===== src/rtl/ud_counter_host_seq.sv =====
// ---------------------------------------------------------------------------
// ud_counter_host_seq
//
// Bus-master sequencer that sits in front of the up/down counter block.
// A host hands over one configuration request (PLR, ULR, LLR, CCR). The
// sequencer range-checks it and writes the four registers over the counter's
// 8-bit strobed bus. It can optionally read them back and compare. It then
// pulses start and waits for end-of-count, an error flag or a timeout.
//
// Ports
//   clk, rst          clock; asynchronous active-high reset
//   cfg_valid/ready   request handshake (ready only while idle)
//   cfg_plr/ulr/llr/ccr  request values, captured on the handshake
//   verify_en         captured with the request; enables the readback pass
//   ncs, nwr, nrd     active-low chip select / write / read strobes
//   a1, a0            register address
//   dout, dout_oe     write data and its drive enable (tri-state is upstream)
//   din               read data from the counter
//   start             one-clock counter start pulse
//   ec, err_in        counter end-of-count and error flag
//   busy              high whenever not idle
//   done, fail        one-clock completion / abort pulses
//   fail_code         00 ok, 01 range/err, 10 readback mismatch, 11 timeout
// ---------------------------------------------------------------------------
module ud_counter_host_seq #(
    parameter int              STB_CYC = 2,
    parameter int              TO_W    = 16,
    parameter logic [TO_W-1:0] TIMEOUT = 16'hFFFF
) (
    input  logic       clk,
    input  logic       rst,
    input  logic       cfg_valid,
    output logic       cfg_ready,
    input  logic [7:0] cfg_plr,
    input  logic [7:0] cfg_ulr,
    input  logic [7:0] cfg_llr,
    input  logic [7:0] cfg_ccr,
    input  logic       verify_en,
    output logic       ncs,
    output logic       nwr,
    output logic       nrd,
    output logic       a1,
    output logic       a0,
    output logic [7:0] dout,
    output logic       dout_oe,
    input  logic [7:0] din,
    output logic       start,
    input  logic       ec,
    input  logic       err_in,
    output logic       busy,
    output logic       done,
    output logic       fail,
    output logic [1:0] fail_code
);

    localparam int              SW       = (STB_CYC > 1) ? $clog2(STB_CYC) : 1;
    localparam logic [SW-1:0]   STB_LAST = SW'(STB_CYC - 1);
    localparam logic [TO_W:0]   TO_LIMIT = {1'b0, TIMEOUT};

    typedef enum logic [3:0] {
        S_IDLE, S_CHECK, S_W_SETUP, S_W_STB, S_W_HOLD,
        S_R_SETUP, S_R_STB, S_R_HOLD, S_START, S_RUN, S_DONE, S_FAIL
    } state_t;

    state_t          state_reg, state_next;
    logic [1:0]      idx_reg, idx_next;
    logic [SW-1:0]   stb_reg, stb_next;
    logic [TO_W-1:0] to_reg, to_next;
    logic            mismatch_reg, mismatch_next;
    logic [1:0]      fail_code_reg, fail_code_next;
    logic [7:0]      plr_reg, ulr_reg, llr_reg, ccr_reg;
    logic            verify_reg;

    logic            accept;
    logic [7:0]      cur_val;
    logic [TO_W:0]   to_inc;

    assign accept = (state_reg == S_IDLE) && cfg_valid;
    assign to_inc = {1'b0, to_reg} + 1'b1;

    // Register value for the current access index. Write and read passes use
    // the same value order; only the read address differs.
    always_comb begin
        cur_val = plr_reg;
        case (idx_reg)
            2'd0: cur_val = plr_reg;
            2'd1: cur_val = ulr_reg;
            2'd2: cur_val = llr_reg;
            2'd3: cur_val = ccr_reg;
            default: cur_val = plr_reg;
        endcase
    end

    // ---------------------------------------------------------------- state
    always_ff @(posedge clk or posedge rst) begin
        if (rst) begin
            state_reg     <= S_IDLE;
            idx_reg       <= '0;
            stb_reg       <= '0;
            to_reg        <= '0;
            mismatch_reg  <= 1'b0;
            fail_code_reg <= 2'b00;
            plr_reg       <= '0;
            ulr_reg       <= '0;
            llr_reg       <= '0;
            ccr_reg       <= '0;
            verify_reg    <= 1'b0;
        end else begin
            state_reg     <= state_next;
            idx_reg       <= idx_next;
            stb_reg       <= stb_next;
            to_reg        <= to_next;
            mismatch_reg  <= mismatch_next;
            fail_code_reg <= fail_code_next;
            if (accept) begin
                plr_reg    <= cfg_plr;
                ulr_reg    <= cfg_ulr;
                llr_reg    <= cfg_llr;
                ccr_reg    <= cfg_ccr;
                verify_reg <= verify_en;
            end
        end
    end

    // ----------------------------------------------------------- next state
    always_comb begin
        state_next     = state_reg;
        idx_next       = idx_reg;
        stb_next       = stb_reg;
        to_next        = to_reg;
        mismatch_next  = mismatch_reg;
        fail_code_next = fail_code_reg;

        case (state_reg)
            S_IDLE: begin
                if (cfg_valid) begin
                    state_next     = S_CHECK;
                    fail_code_next = 2'b00;
                end
            end
            S_CHECK: begin
                if ((plr_reg < llr_reg) || (plr_reg > ulr_reg) || (ccr_reg == 8'd0)) begin
                    state_next     = S_FAIL;
                    fail_code_next = 2'b01;
                end else begin
                    state_next = S_W_SETUP;
                    idx_next   = 2'd0;
                end
            end
            S_W_SETUP: begin
                state_next = S_W_STB;
                stb_next   = '0;
            end
            S_W_STB: begin
                if (stb_reg == STB_LAST) begin
                    state_next = S_W_HOLD;
                end else begin
                    stb_next = stb_reg + 1'b1;
                end
            end
            S_W_HOLD: begin
                if (idx_reg != 2'd3) begin
                    idx_next   = idx_reg + 2'd1;
                    state_next = S_W_SETUP;
                end else if (verify_reg) begin
                    idx_next   = 2'd0;
                    state_next = S_R_SETUP;
                end else begin
                    state_next = S_START;
                end
            end
            S_R_SETUP: begin
                state_next = S_R_STB;
                stb_next   = '0;
            end
            S_R_STB: begin
                // Read data is only trusted on the final strobe clock.
                if (stb_reg == STB_LAST) begin
                    mismatch_next = (din != cur_val);
                    state_next    = S_R_HOLD;
                end else begin
                    stb_next = stb_reg + 1'b1;
                end
            end
            S_R_HOLD: begin
                if (mismatch_reg) begin
                    state_next     = S_FAIL;
                    fail_code_next = 2'b10;
                end else if (idx_reg == 2'd3) begin
                    state_next = S_START;
                end else begin
                    idx_next   = idx_reg + 2'd1;
                    state_next = S_R_SETUP;
                end
            end
            S_START: begin
                state_next = S_RUN;
                to_next    = '0;
            end
            S_RUN: begin
                // Error has priority over a simultaneous end-of-count.
                if (err_in) begin
                    state_next     = S_FAIL;
                    fail_code_next = 2'b01;
                end else if (ec) begin
                    state_next     = S_DONE;
                    fail_code_next = 2'b00;
                end else if (to_inc >= TO_LIMIT) begin
                    state_next     = S_FAIL;
                    fail_code_next = 2'b11;
                end else if (to_reg != {TO_W{1'b1}}) begin
                    to_next = to_reg + 1'b1;
                end
            end
            S_DONE:  state_next = S_IDLE;
            S_FAIL:  state_next = S_IDLE;
            default: state_next = S_IDLE;
        endcase
    end

    // -------------------------------------------------------------- outputs
    always_comb begin
        ncs     = 1'b1;
        nwr     = 1'b1;
        nrd     = 1'b1;
        a1      = 1'b0;
        a0      = 1'b0;
        dout    = 8'h00;
        dout_oe = 1'b0;
        start   = 1'b0;
        done    = 1'b0;
        fail    = 1'b0;

        case (state_reg)
            S_W_SETUP, S_W_STB, S_W_HOLD: begin
                ncs      = 1'b0;
                {a1, a0} = idx_reg;
                dout     = cur_val;
                dout_oe  = 1'b1;
                nwr      = (state_reg != S_W_STB);
            end
            S_R_SETUP, S_R_STB, S_R_HOLD: begin
                // Counter's read map swaps the two address bits.
                ncs      = 1'b0;
                {a1, a0} = {idx_reg[0], idx_reg[1]};
                nrd      = (state_reg != S_R_STB);
            end
            S_START: start = 1'b1;
            S_DONE:  done  = 1'b1;
            S_FAIL:  fail  = 1'b1;
            default: ;
        endcase
    end

    assign cfg_ready = (state_reg == S_IDLE);
    assign busy      = (state_reg != S_IDLE);
    assign fail_code = fail_code_reg;

endmodule


===== config.mk =====
export PLATFORM = sky130hd
export DESIGN_NAME = ud_counter_host_seq
export DESIGN_NICKNAME = d
export VERILOG_FILES = /design/src/rtl/ud_counter_host_seq.sv
export SDC_FILE = /design/constraint.sdc
export NUM_CORES = 1
export LEC_CHECK = 0
export CAP_MARGIN = 25
export CORE_MARGIN = 3
export CORE_UTILIZATION = 44
export CTS_CLUSTER_DIAMETER = 200
export DETAILED_ROUTE_END_ITERATION = 10
export DONT_BUFFER_PORTS = 1
export PLACE_DENSITY = 0.6
export RECOVER_POWER = 100
export SLEW_MARGIN = 20
export SYNTH_ARGS = -nofsm -noshare
export SYNTH_HDL_FRONTEND = slang
export SYNTH_SLANG_ARGS = --single-unit

===== constraint.sdc =====
create_clock -name clk -period 7.3 [get_ports clk]
set_input_delay 2.19 -clock clk [delete_from_list [all_inputs] [get_ports clk]]
set_output_delay 2.19 -clock clk [all_outputs]
set_load 0.02 [all_outputs]

==> results of run 1 <==
==> kinds of logic after synthesis <==
logic type	synth area share, %
XOR/XNOR	2.894
AO/OA/AOI/OAI	19.62
flip-flops	37.52
AND/OR/NAND/NOR	17.33
multiplexers	10.81
adder cells (fa/ha/maj)	6.677
buffers and inverters	5.151
==> worst paths after layout <==
kind                                    from            to  slack, ns  cells past startpoint
worst max-delay path                     rst     to_reg[1]       2.54                      2
worst min-delay path              to_reg[13]    to_reg[13]       0.49                      1
worst max register to register  state_reg[2]  fail_code[1]       2.98                      6
worst min register to register    to_reg[13]    to_reg[13]       0.49                      1
max in group clk                          ec  fail_code[1]       2.76                      5
min in group asynchronous                rst    llr_reg[4]       2.98                      2
==> power by group through the flow <==
stage | logic [W] | registers [W] | clock network (W)
finish | 0.000763 | 0.000609 | 0.000371
global route | 0.000865 | 0.000632 | 0.000394
global placement | 0.000746 | 0.000610 | 0
detailed placement | 0.000770 | 0.000615 | 0
floorplan | 0.000682 | 0.000529 | 0
CTS | 0.000777 | 0.000608 | 0.000380
==> cell usage after synthesis, types with 4 or more instances <==
cell type  count
xnor2_1       10
nand2b_1      12
nand2_1       38
a222oi_1       8
or2_2          4
nand4_1        5
nor4_1         6
mux2_2        35
o211ai_1       4
nand3_1        7
o31ai_1        6
a31oi_1        7
clkbuf_1      13
nor2_1        28
o21ai_0       31
nor2b_1        6
inv_1         28
a21oi_1       24
ha_1          21
dfrtp_1       59
nor3_1         5
==> worst register-to-register path, cell delays in order (launching register included) <==
cell       delay [ns]
dfrtp_1          0.64
nand4bb_1        0.79
or3_1            0.61
a41oi_1          0.71
o21ai_0          0.75
o221ai_1         0.34
mux2_2           0.37
==> metrics by stage <==
step | instances | power, W
global placement | 505 | 0.001356
floorplan | 419 | 0.001211
finish | 521 | 0.001744
CTS | 521 | 0.001764
global route | 521 | 0.001891
detailed placement | 505 | 0.001385
==> metal layers <==
metal | part of all wire (%) | routed length [um]
met1 | 45 | 4206
met2 | 47 | 4450
met3 | 7.3 | 692
met4 | 0.79 | 74
met5 | 0 | 0
==> cell type report <==
cell class,count,area (sq um),share of cell area (%)
inverters,28,105.1,2.509
multi-input cells,311,2227,53.17
flip-flops and latches,59,1476,35.24
repair buffers,2,7.507,0.1792
clock buffers,11,141.4,3.375
well taps,105,131.4,3.136
clock inverters,5,100.1,2.389
==> flow_summary.toml, run 1 <==
[outcome]
status = "complete, but fails checks"
violations = "capacitance limit, slew limit"

[placed_design]
place_ws_ns = 2.863
placed_cell_area_sq_um = 3984
place.gp.congestion = 0.8759
hpwl_mm = 6.836
io_buffer_count = 0

[final_layout]
layout-drive-gt1-share_pct = 16.35
finish.instance_area_sq_um = 4189
final_cell_mix = "dfrtp_1 (59), nand2_1 (38), mux2_2 (35), o21ai_0 (32)"
synthToLayoutAreaGrowth_pct = 6.455
nFillCells = 789
nets = 478
insertedDiodeCount = 0
largest_reg_flops = 16
final_util_pct = 49.49
final_common_cell = "dfrtp_1"

[logic_synthesis]
synth_top_cell_area_share_pct = 37.52
synth_ff_type = "dfrtp_1"
syn_area_per_cell_sq_um = 9.391
synth_edf_count = 0
synth_nets = 486
synthArstFlopShare_pct = 100.0
synth.yosys.seq_area_share_pct = 37.52
netlist_area_sq_um = 3935
syn_inst = 419
ys_ff_latch = 59
ys_types = 62
synth_area_leaders = "dfrtp_1 (38%), mux2_2 (10%), ha_1 (6.7%)"
ys_warn_count = 0
synth_area_leader_cell = "dfrtp_1"

[global_route]
busiest_layer = "met2"
gr-total-overflow = 0
use_met3_pct = 6.021
antenna_found_initial = 0
use_met1_pct = 25.84
grt_max_degree = 60
met2_usage_pct = 31.29
grt_pass1_wl_mm = 15.91
grt_usage_pct = 19.70
grt_pass1_vias = 3089

[clocking]
holdBufCountCts = 0
cts_tree = "done"
clkLatencyLatePin_ns = 0.34
numClockSinks = 59
cts-htree-levels = 3
cts.clk_slew.worst_paths_ns = 0.07
cts.path.max_buffers = 2
clockRootBuffer = "clkbuf_8"
ctsResizeCount = 0
numCtsBuffers = 9
post_cts_buffers = 0

[detailed_routing]
vias = 3116
wirelength_mm = 9.423
drcViolationCount = 0
drt-pass1-iter-count = 6
drtAntennaViolNets = 0
drtIter0Drc = 127
routedWlPerCell_um = 18.09
viasPerCell = 5.981

[sta]
worst_slack_ns = 2.536
clock.fmax_ghz = 0.2099
tightest_slew_ns = 3.202
setup_viol = 0
fin_tns_setup_ns = 0
relSlewSlack_pct = -113.5
timing.hold.ws_ns = 0.4901
rsz0062_at_grt = "no"
period_share_pct = 65.27
fin_skew_ns = 0.007160
timing.final.max_slew_violations = 111
finalHoldViolations = 0
fin_crit_ns = 4.764

[setup_path]
end_kind = "asynchronous set/reset pin"
critPathSlowestCell = "clkbuf_1"
max_stage_delay_ns = 2.25
crit_required_ns = 7.04
path_buf_inv = 2
critPathLaunchType = "input pin"
crit_type = "in -> async"
critPathMaxFanout = 59
path_cells = "inv_1 -> clkbuf_1"
crit_family = "buffers and inverters"
worstPathArrival_ns = 4.50

[flow_run]
drv_cap = 3

[power_and_ir_drop]
p_switching_w = 0.0007275
power_density_nw_per_um2 = 416.3
p_leak_nw = 1.770
clock_power_share_pct = 21.3
power_frac_seq_pct = 34.9
p_sw_share_pct = 41.72
p_int_w = 0.001016
comb_power_share_pct = 43.8
irDropWorstVdd_mv = 0.2022

[floorplan]
pin_count = 67
dieArea_sq_um = 10110
die-width_um = 100.6
start_util_pct = 46.49
die_h_um = 100.6
rows = 33
coreArea_sq_um = 8464

[hold_path]
hold_class = "reg -> reg"
(Power assumes the default switching activity.)
==> run 2: changes to the inputs <==
PLACE_DENSITY = 0.62   (was 0.6)
clock period = 4 ns   (was 7.3 ns; I/O delays follow)
==> flow_summary.toml, run 2 (same netlist as run 1, synthesis figures left out) <==
[floorplan]
die_h_um = 100.6
rows = 33
pin_count = 67
dieArea_sq_um = 10110
start_util_pct = 46.49
die-width_um = 100.6
coreArea_sq_um = 8464

[placed_design]
place_ws_ns = 1.002
io_buffer_count = 0
hpwl_mm = 7.327
place.gp.congestion = 0.8242

[detailed_routing]
drcViolationCount = 0
drt-pass1-iter-count = 6
drtIter0Drc = 168
routedWlPerCell_um = 18.71
vias = 3194
viasPerCell = 6.119
wirelength_mm = 9.766
drtAntennaViolNets = 0

[flow_run]
drv_cap = 0

[global_route]
grt_usage_pct = 20.33
grt_pass1_vias = 3113
antenna_found_initial = 0
gr-total-overflow = 0
grt_max_degree = 34
grt_pass1_wl_mm = 16.26

[clocking]
ctsResizeCount = 0
cts.clk_slew.worst_paths_ns = 0.07
cts_tree = "done"
cts.path.max_buffers = 2
numCtsBuffers = 9
post_cts_buffers = 0
clkLatencyLatePin_ns = 0.34
holdBufCountCts = 0
clockRootBuffer = "clkbuf_8"
cts-htree-levels = 3
numClockSinks = 59

[sta]
fin_crit_ns = 3.405
setup_viol = 0
rsz0062_at_grt = "no"
fin_tns_setup_ns = 0
timing.final.max_slew_violations = 0
tightest_slew_ns = 1.208
finalHoldViolations = 0
fin_skew_ns = 0.01213
clock.fmax_ghz = 0.2937
worst_slack_ns = 0.5950
relSlewSlack_pct = 19.37
period_share_pct = 85.13

[final_layout]
nets = 481
layout-drive-gt1-share_pct = 17.03
largest_reg_flops = 16
synthToLayoutAreaGrowth_pct = 6.200
final_cell_mix = "dfrtp_1 (59), nand2_1 (38), mux2_2 (35), o21ai_0 (32)"
final_common_cell = "dfrtp_1"
insertedDiodeCount = 0
final_util_pct = 49.37

[power_and_ir_drop]
irDropWorstVdd_mv = 0.3260
p_int_w = 0.001768
p_sw_share_pct = 43.45
p_leak_nw = 1.757
power_frac_seq_pct = 35.9
power_density_nw_per_um2 = 748.0
p_switching_w = 0.001358
clock_power_share_pct = 18.8
comb_power_share_pct = 45.3

[setup_path]
critPathMaxFanout = 25
worstReg2RegStart = "to_reg[10]"
critPathLaunchType = "flop"
startpoint = "state_reg[2]"
rr_worst_depth = 7
rrSetupSlack_ns = 0.94
crit_required_ns = 2.80
worstPathArrival_ns = 2.21
end_kind = "output pin"
reg2reg_to = "to_reg[13]"
crit_type = "reg -> out"

[hold_path]
whs_endpoint = "to_reg[13]"
hold_class = "reg -> reg"
hold_depth = 1
worstHoldStart = "to_reg[13]"

[outcome]
status = "finished clean"
-- run 2: worst max path at each step --
stage | slack, ns | endpoint
2_1_floorplan | 1.25 | dout[1]
3_3_place_gp | 1.0 | dout[3]
3_5_place_dp | 1.00 | dout[3]
4_1_cts | 0.60 | dout[3]
5_1_grt | 0.39 | dout[3]
6_report | 0.59 | dout[3]
-- run 2: layout make-up --
type | instances | area, sq um
clock buffer | 9 | 123.9
clock inverter | 5 | 80.08
fill | 786 | 4285
inverter | 28 | 105.1
multi-input combinational | 311 | 2235
sequential | 59 | 1476
tap | 105 | 131.4
timing repair buffer | 5 | 27.53
-- run 2: per-layer routing --
layer | GRT usage, % | up-vias | share of wire, %
met4 | 5.181 | 0 | 1.4
met2 | 30.58 | 104 | 46
met1 | 28.85 | 1564 | 46
met5 | 0 | - | 0
li1 | - | 1514 | -
met3 | 5.813 | 12 | 6.4
-- run 2: power by group through the flow --
stage | Clock (W) | Combinational, W | Sequential [W]
finish | 0.000587 | 0.00142 | 0.00112
global route | 0.000628 | 0.00161 | 0.00116
CTS | 0.000601 | 0.00144 | 0.00112
detailed placement | 0 | 0.00143 | 0.00113
global placement | 0 | 0.00140 | 0.00112
floorplan | 0 | 0.00125 | 0.000965
-- run 2: metrics by stage --
stage	hold WS, ns	cell area [sq um]	instances	total power (W)
final	0.4952	4179	522	0.003126
after global routing	0.5118	4179	522	0.003397
after CTS	0.4922	4210	522	0.003156
after detailed placement	0.4821	4006	508	0.002556
after global placement	0.4781	4006	508	0.002517
after floorplan	0.4466	3935	419	0.002210
-- run 2: critical path: stages, from the launching register on --
cell      delay [ns]
dfrtp_1         0.80
nand2b_1        0.11
mux2i_1         0.21
nand2b_1        0.30
nor2_1          0.44
